$ cat src/rtl/sm4_pkg.sv
// SM4 key-schedule constants: FK words, CK generator, S-box lookup and FSM state type.
package sm4_pkg;

    localparam logic [31:0] FK0 = 32'hA3B1BAC6;
    localparam logic [31:0] FK1 = 32'h56AA3350;
    localparam logic [31:0] FK2 = 32'h677D9197;
    localparam logic [31:0] FK3 = 32'hB27022DC;

    typedef enum logic [1:0] {ST_IDLE, ST_EXPAND, ST_DONE} sm4_state_e;

    localparam logic [7:0] SBOX [256] = '{
        8'hd6, 8'h90, 8'he9, 8'hfe, 8'hcc, 8'he1, 8'h3d, 8'hb7, 8'h16, 8'hb6, 8'h14, 8'hc2, 8'h28, 8'hfb, 8'h2c, 8'h05,
        8'h2b, 8'h67, 8'h9a, 8'h76, 8'h2a, 8'hbe, 8'h04, 8'hc3, 8'haa, 8'h44, 8'h13, 8'h26, 8'h49, 8'h86, 8'h06, 8'h99,
        8'h9c, 8'h42, 8'h50, 8'hf4, 8'h91, 8'hef, 8'h98, 8'h7a, 8'h33, 8'h54, 8'h0b, 8'h43, 8'hed, 8'hcf, 8'hac, 8'h62,
        8'he4, 8'hb3, 8'h1c, 8'ha9, 8'hc9, 8'h08, 8'he8, 8'h95, 8'h80, 8'hdf, 8'h94, 8'hfa, 8'h75, 8'h8f, 8'h3f, 8'ha6,
        8'h47, 8'h07, 8'ha7, 8'hfc, 8'hf3, 8'h73, 8'h17, 8'hba, 8'h83, 8'h59, 8'h3c, 8'h19, 8'he6, 8'h85, 8'h4f, 8'ha8,
        8'h68, 8'h6b, 8'h81, 8'hb2, 8'h71, 8'h64, 8'hda, 8'h8b, 8'hf8, 8'heb, 8'h0f, 8'h4b, 8'h70, 8'h56, 8'h9d, 8'h35,
        8'h1e, 8'h24, 8'h0e, 8'h5e, 8'h63, 8'h58, 8'hd1, 8'ha2, 8'h25, 8'h22, 8'h7c, 8'h3b, 8'h01, 8'h21, 8'h78, 8'h87,
        8'hd4, 8'h00, 8'h46, 8'h57, 8'h9f, 8'hd3, 8'h27, 8'h52, 8'h4c, 8'h36, 8'h02, 8'he7, 8'ha0, 8'hc4, 8'hc8, 8'h9e,
        8'hea, 8'hbf, 8'h8a, 8'hd2, 8'h40, 8'hc7, 8'h38, 8'hb5, 8'ha3, 8'hf7, 8'hf2, 8'hce, 8'hf9, 8'h61, 8'h15, 8'ha1,
        8'he0, 8'hae, 8'h5d, 8'ha4, 8'h9b, 8'h34, 8'h1a, 8'h55, 8'had, 8'h93, 8'h32, 8'h30, 8'hf5, 8'h8c, 8'hb1, 8'he3,
        8'h1d, 8'hf6, 8'he2, 8'h2e, 8'h82, 8'h66, 8'hca, 8'h60, 8'hc0, 8'h29, 8'h23, 8'hab, 8'h0d, 8'h53, 8'h4e, 8'h6f,
        8'hd5, 8'hdb, 8'h37, 8'h45, 8'hde, 8'hfd, 8'h8e, 8'h2f, 8'h03, 8'hff, 8'h6a, 8'h72, 8'h6d, 8'h6c, 8'h5b, 8'h51,
        8'h8d, 8'h1b, 8'haf, 8'h92, 8'hbb, 8'hdd, 8'hbc, 8'h7f, 8'h11, 8'hd9, 8'h5c, 8'h41, 8'h1f, 8'h10, 8'h5a, 8'hd8,
        8'h0a, 8'hc1, 8'h31, 8'h88, 8'ha5, 8'hcd, 8'h7b, 8'hbd, 8'h2d, 8'h74, 8'hd0, 8'h12, 8'hb8, 8'he5, 8'hb4, 8'hb0,
        8'h89, 8'h69, 8'h97, 8'h4a, 8'h0c, 8'h96, 8'h77, 8'h7e, 8'h65, 8'hb9, 8'hf1, 8'h09, 8'hc5, 8'h6e, 8'hc6, 8'h84,
        8'h18, 8'hf0, 8'h7d, 8'hec, 8'h3a, 8'hdc, 8'h4d, 8'h20, 8'h79, 8'hee, 8'h5f, 8'h3e, 8'hd7, 8'hcb, 8'h39, 8'h48
    };

    function automatic logic [7:0] sm4_sbox(input logic [7:0] x);
        return SBOX[x];
    endfunction

    // Byte j of CK_i is (4i+j)*7 mod 256, most significant byte first.
    function automatic logic [31:0] sm4_ck(input logic [4:0] idx);
        logic [31:0] w;
        logic [7:0]  n;
        w = '0;
        for (int j = 0; j < 4; j++) begin
            n = {1'b0, idx, 2'(j)};
            w[31-8*j -: 8] = n * 8'd7;
        end
        return w;
    endfunction

endpackage

$ cat src/rtl/sm4_key_round.sv
// One combinational SM4 key-expansion round: rk = K0 ^ T'(K1 ^ K2 ^ K3 ^ CK).
module sm4_key_round
    import sm4_pkg::*;
(
    input  logic [31:0] k0_i,
    input  logic [31:0] k1_i,
    input  logic [31:0] k2_i,
    input  logic [31:0] k3_i,
    input  logic [31:0] ck_i,
    output logic [31:0] rk_o
);

    logic [31:0] mix;
    logic [31:0] sub;

    assign mix = k1_i ^ k2_i ^ k3_i ^ ck_i;

    for (genvar b = 0; b < 4; b++) begin : g_sbox
        assign sub[8*b +: 8] = sm4_sbox(mix[8*b +: 8]);
    end

    // L'(B) = B ^ (B <<< 13) ^ (B <<< 23)
    assign rk_o = k0_i ^ sub ^ {sub[18:0], sub[31:19]} ^ {sub[8:0], sub[31:9]};

endmodule

$ cat src/rtl/sm4_key_sched.sv
// SM4 round-key scheduler, UNROLL rounds per clock, 32 round keys held in slots.
// Optional SM4_KEY_ZEROIZE_EN adds a synchronous zeroize of all key material.
module sm4_key_sched
    import sm4_pkg::*;
#(
    parameter int UNROLL = 1
) (
    input  logic          clk,
    input  logic          rstn,
    input  logic          key_valid,
    output logic          key_ready,
    input  logic [127:0]  key,
    input  logic          dec,
    input  logic          zeroize,
    output logic          busy,
    output logic          rk_valid,
    output logic [1023:0] rk
);

    localparam logic [4:0] CNT_LAST = 5'(32 - UNROLL);
    localparam logic [4:0] CNT_STEP = 5'(UNROLL);

    sm4_state_e  state_q, state_d;
    logic [31:0] k_q    [4];
    logic [31:0] slot_q [32];
    logic [4:0]  cnt_q;
    logic        dec_q;
    logic        rkv_q;
    logic        accept;
    logic        last_step;
    logic [31:0] kw     [UNROLL+4];
    logic [4:0]  wr_idx [UNROLL];

`ifndef SM4_KEY_ZEROIZE_EN
    logic unused_zeroize;
    assign unused_zeroize = zeroize;
`endif

    assign key_ready = (state_q != ST_EXPAND);
    assign busy      = (state_q == ST_EXPAND);
    assign accept    = key_valid && key_ready;
    assign last_step = (cnt_q == CNT_LAST);
    assign rk_valid  = rkv_q;

    // kw[0..3] is the current window; kw[4+g] is the key produced by round g this cycle.
    for (genvar j = 0; j < 4; j++) begin : g_window
        assign kw[j] = k_q[j];
    end

    for (genvar g = 0; g < UNROLL; g++) begin : g_round
        logic [4:0]  rnd;
        logic [31:0] ck_w;
        assign rnd  = cnt_q + 5'(g);
        assign ck_w = sm4_ck(rnd);
        assign wr_idx[g] = dec_q ? ~rnd : rnd;
        sm4_key_round u_round (
            .k0_i (kw[g]),
            .k1_i (kw[g+1]),
            .k2_i (kw[g+2]),
            .k3_i (kw[g+3]),
            .ck_i (ck_w),
            .rk_o (kw[g+4])
        );
    end

    for (genvar s = 0; s < 32; s++) begin : g_out
        assign rk[1023-32*s -: 32] = slot_q[s];
    end

    always_comb begin
        state_d = state_q;
        unique case (state_q)
            ST_IDLE:   if (accept)    state_d = ST_EXPAND;
            ST_EXPAND: if (last_step) state_d = ST_DONE;
            ST_DONE:   if (accept)    state_d = ST_EXPAND;
            default:                  state_d = ST_IDLE;
        endcase
    end

    always_ff @(posedge clk or negedge rstn) begin
        if (!rstn) begin
            state_q <= ST_IDLE;
`ifdef SM4_KEY_ZEROIZE_EN
        end else if (zeroize) begin
            state_q <= ST_IDLE;
`endif
        end else begin
            state_q <= state_d;
        end
    end

    always_ff @(posedge clk or negedge rstn) begin
        if (!rstn) begin
            for (int j = 0; j < 4; j++) k_q[j] <= '0;
            for (int s = 0; s < 32; s++) slot_q[s] <= '0;
            cnt_q <= '0;
            dec_q <= 1'b0;
            rkv_q <= 1'b0;
`ifdef SM4_KEY_ZEROIZE_EN
        end else if (zeroize) begin
            for (int j = 0; j < 4; j++) k_q[j] <= '0;
            for (int s = 0; s < 32; s++) slot_q[s] <= '0;
            cnt_q <= '0;
            dec_q <= 1'b0;
            rkv_q <= 1'b0;
`endif
        end else if (accept) begin
            k_q[0] <= key[127:96] ^ FK0;
            k_q[1] <= key[95:64]  ^ FK1;
            k_q[2] <= key[63:32]  ^ FK2;
            k_q[3] <= key[31:0]   ^ FK3;
            cnt_q  <= '0;
            dec_q  <= dec;
            rkv_q  <= 1'b0;
        end else if (state_q == ST_EXPAND) begin
            for (int j = 0; j < 4; j++) k_q[j] <= kw[UNROLL+j];
            for (int u = 0; u < UNROLL; u++) slot_q[wr_idx[u]] <= kw[u+4];
            cnt_q <= cnt_q + CNT_STEP;
            rkv_q <= last_step;
        end
    end

endmodule
$ cat config.mk
export PLATFORM = sky130hd
export DESIGN_NAME = sm4_key_sched
export DESIGN_NICKNAME = d
export VERILOG_FILES = /design/src/rtl/sm4_pkg.sv /design/src/rtl/sm4_key_round.sv /design/src/rtl/sm4_key_sched.sv
export SDC_FILE = /design/constraint.sdc
export NUM_CORES = 2
export LEC_CHECK = 0
export ABC_AREA = 1
export BUFFER_PORTS_ARGS = -buffer_cell sky130_fd_sc_hd__buf_2
export CORE_AREA = 2 2 446 448
export DETAILED_ROUTE_END_ITERATION = 12
export DIE_AREA = 0 0 448 450
export PLACE_DENSITY_LB_ADDON = 0.08
export SYNTH_ARGS = -nofsm -noshare
export SYNTH_HDL_FRONTEND = slang
export SYNTH_SLANG_ARGS = --single-unit
$ cat constraint.sdc
create_clock -name clk -period 4.1 [get_ports clk]
set_clock_uncertainty 0.05 [all_clocks]
set_input_delay 0.615 -clock clk [delete_from_list [all_inputs] [get_ports clk]]
set_output_delay 0.615 -clock clk [all_outputs]
set_load 0.005 [all_outputs]
==> impl_metrics.json <==
{
  "status": "finished, violations left",
  "failed_checks": "negative setup slack",
  "first_iter_violations": 7731,
  "synth_ff_type": "dfrtp_1",
  "crit_path_end_kind": "flop",
  "drtAntennaViolNets": 0,
  "r2r-end": "rk[763]",
  "fillerInstances": 20382,
  "htreeDepth": 4,
  "nets": 10613,
  "synth_area_leaders": "dfrtp_1 47%, nand2_1 24%, nand3_1 14%",
  "cts_buffers": 138,
  "cts_tree": "done",
  "cts_root_buffer": "clkbuf_16",
  "cts.sinks": 1161,
  "cap_violations": 0,
  "fp.dieW_um": 448,
  "synthCells": 8541,
  "placedCellCount": 12793,
  "core_um2": 197000,
  "criticalPathCategory": "flop to flop",
  "drtPass1Iterations": 6,
  "required_ns": 4.82,
  "syn2layout_area_growth_pct": 39.3,
  "reg2reg_slack_ns": -0.20,
  "clk_latency_ns": 0.84,
  "crit_path_start_kind": "flop",
  "fmax_mhz": 232,
  "cts.path.max_buffers": 3,
  "rsz0062_at_grt": "yes",
  "async_reset_ff_frac": 1.00,
  "max_slew.worst_pin.slew_ns": 1.08,
  "yosys_warnings": 0,
  "ios": 1160,
  "io_buffers": 1158,
  "rows": 163,
  "instances_no_fill": 13169,
  "r2r_cells": 22,
  "wl_met3_um": 36000,
  "dieArea_um2": 202000,
  "wl_met1_um": 160000,
  "layout-drive-gt1-share": 0.279,
  "hold_violations": 0,
  "grt_pass1_vias": 67875,
  "die_h_um": 450,
  "wl_met2_um": 185000,
  "routabilityCongestion": 0.985,
  "drc": 0,
  "cp.arrival_ns": 5.03,
  "setup_viol": 924,
  "whs_endpoint": "k_q[84]",
  "holdPathStages": 3,
  "syn_area_per_cell_um2": 7.29,
  "yosysTopAreaCell": "dfrtp_1",
  "via_count": 71063,
  "clk_pin_slew_ns": 0.06,
  "antenna_found_initial": 11,
  "critical_path.max_fanout": 9,
  "synth_cell_types": 37,
  "syn_area_um2": 62300,
  "hp-start": "key[84]",
  "min_path_type": "input pin to flop",
  "synth_top_area_frac": 0.467,
  "slew_headroom": 0.280,
  "synth_edf_count": 0,
  "setup_slack_ns": -0.203,
  "fin_crit_sh": 1.05,
  "layout_min_cycle_time_ns": 4.30,
  "dp_hpwl_um": 295000,
  "yosysSeqAreaShare": 0.467,
  "viasPerCell": 5.40,
  "synthTopCellsByCount": "3911 x nand2_1, 1750 x nand3_1, 1161 x dfrtp_1",
  "routedWlPerCell_um": 31.3,
  "track_usage": 0.389,
  "yosysMostFrequentCell": "nand2_1",
  "highest_layer": "met5",
  "grt_pass1_wl_um": 553000,
  "grt_max_degree": 117,
  "ys_ff_latch": 1161,
  "slew_violations": 0,
  "syn_nets": 8730,
  "timing.rr.start": "cnt_q[1]",
  "wl_um": 412000,
  "pre_cts_ws_ns": -0.875,
  "start_util": 0.317,
  "overflow": 0
}
## routing by layer
layer  up-vias  global-route usage
met5         -                   0
met4         4               0.227
met3       835              0.0935
met2      3559               0.613
met1     35539               0.484
li1      31126                   -
## sequential cells by signal, summed over array words and instances (netlist names)
signal / flops
k_q: 128
rk: 1024
state_q: 2
cnt_q: 5
rk_valid: 1
dec_q: 1
## worst max-delay path: stages, from the launching register on
cell and delay, ns:
dfrtp_1 0.41, fa_1 0.61, buf_4 0.14, fa_2 0.46
xnor2_2 0.23, nand2b_1 0.19, nand2_4 0.10, buf_12 0.17
buf_12 0.14, buf_4 0.15, nand3_1 0.10, nand3_1 0.08
nand3_1 0.12, nand3_2 0.10, nand2_2 0.15, buf_4 0.17
nand3_2 0.11, nand2_1 0.11, nand2_2 0.09, nand2_8 0.18
clkbuf_16 0.24, nand2_1 0.06, nand2_1 0.08
## layout make-up
type	count	area (um^2)	area share
well taps	2640	3300	0.0381
multi-input cells	6417	30400	0.350
clock inverters	30	422	0.00486
repair buffers	2324	18000	0.208
diodes	9	22.5	0.000260
inverters	382	1440	0.0166
clock buffers	206	4100	0.0473
flip-flops and latches	1161	29100	0.335
## metrics by stage
| step | hold WS [ns] | cell area, um^2 | util | setup TNS [ns] |
|---|---|---|---|---|
| after floorplan | 0.269 | 62300 | - | 0 |
| after global placement | 0.407 | 78500 | 0.399 | -432.21 |
| after detailed placement | 0.409 | 78500 | 0.399 | -487.69 |
| after CTS | 0.000646 | 85000 | 0.433 | -79.27 |
| after global routing | 0.0328 | 86700 | 0.441 | -232.75 |
| final | 0.0415 | 86700 | 0.441 | -82.01 |
## cells in the final DEF, fill, tap and decap left out, drive strengths merged
| master | synthesis | routed |
|---|---|---|
| buf | 438 | 2234 |
| nand3 | 1773 | 1773 |
| nand3b | 15 | 15 |
| ha | 49 | 49 |
| bufbuf | 0 | 2 |
| o22ai | 16 | 16 |
| o21ai | 73 | 73 |
| clkinv | 2 | 25 |
| o211ai | 32 | 32 |
| bufinv | 0 | 2 |
| dlygate4sd3 | 0 | 67 |
| o221ai | 72 | 72 |
| nor2 | 205 | 205 |
| a31oi | 3 | 3 |
| clkbuf | 131 | 227 |
| xor2 | 19 | 19 |
| nand2b | 2 | 2 |
| nand4 | 22 | 22 |
| and3 | 1 | 1 |
| diode | 0 | 9 |
| fa | 7 | 7 |
| dfrtp | 1161 | 1161 |
| nand2 | 4004 | 4004 |
| a21oi | 69 | 69 |
| and2 | 1 | 1 |
| clkinvlp | 0 | 1 |
| nor3 | 11 | 11 |
| inv | 380 | 384 |
| xnor2 | 43 | 43 |
## what timing repair did
| item | 4_1_cts | 5_1_grt |
|---|---|---|
| hold endpoints to repair | 129 | 0 |
| setup buffers | 19 | 14 |
| gates cloned | 9 | 27 |
| hold buffers | 67 | 0 |
| pin swaps | 35 | 80 |
| setup endpoints to repair | 1056 | 1056 |
| resized for setup | 200 | 236 |
## kinds of logic (layout without fill, tap and decap cells)
group                      count (synthesis)  in the layout  synth area share
AOI/OAI and AO/OA                        265            265            0.0273
DFF                                     1161           1161             0.467
and+or+nand+nor                         6034           6034             0.409
buffers and inverters                    963           2942            0.0752
other                                      0              9                 0
xor gates and xnor gates                  62             62           0.00969
adders and majority gates                 56             56            0.0121
## worst max-delay path by stage
stage	startpoint	endpoint	slack, ns	depth (start not counted)
floorplan	cnt_q[1]	k_q[30]	0.20	20
global placement	cnt_q[0]	k_q[15]	-0.77	21
detailed placement	cnt_q[0]	k_q[15]	-0.88	21
CTS	cnt_q[2]	rk[525]	-0.23	23
global route	cnt_q[1]	rk[1019]	-0.34	22
finish	cnt_q[1]	rk[763]	-0.20	22
Power is not shown: default switching activity piles up to over one toggle a cycle in this logic, so the estimate is an artifact.
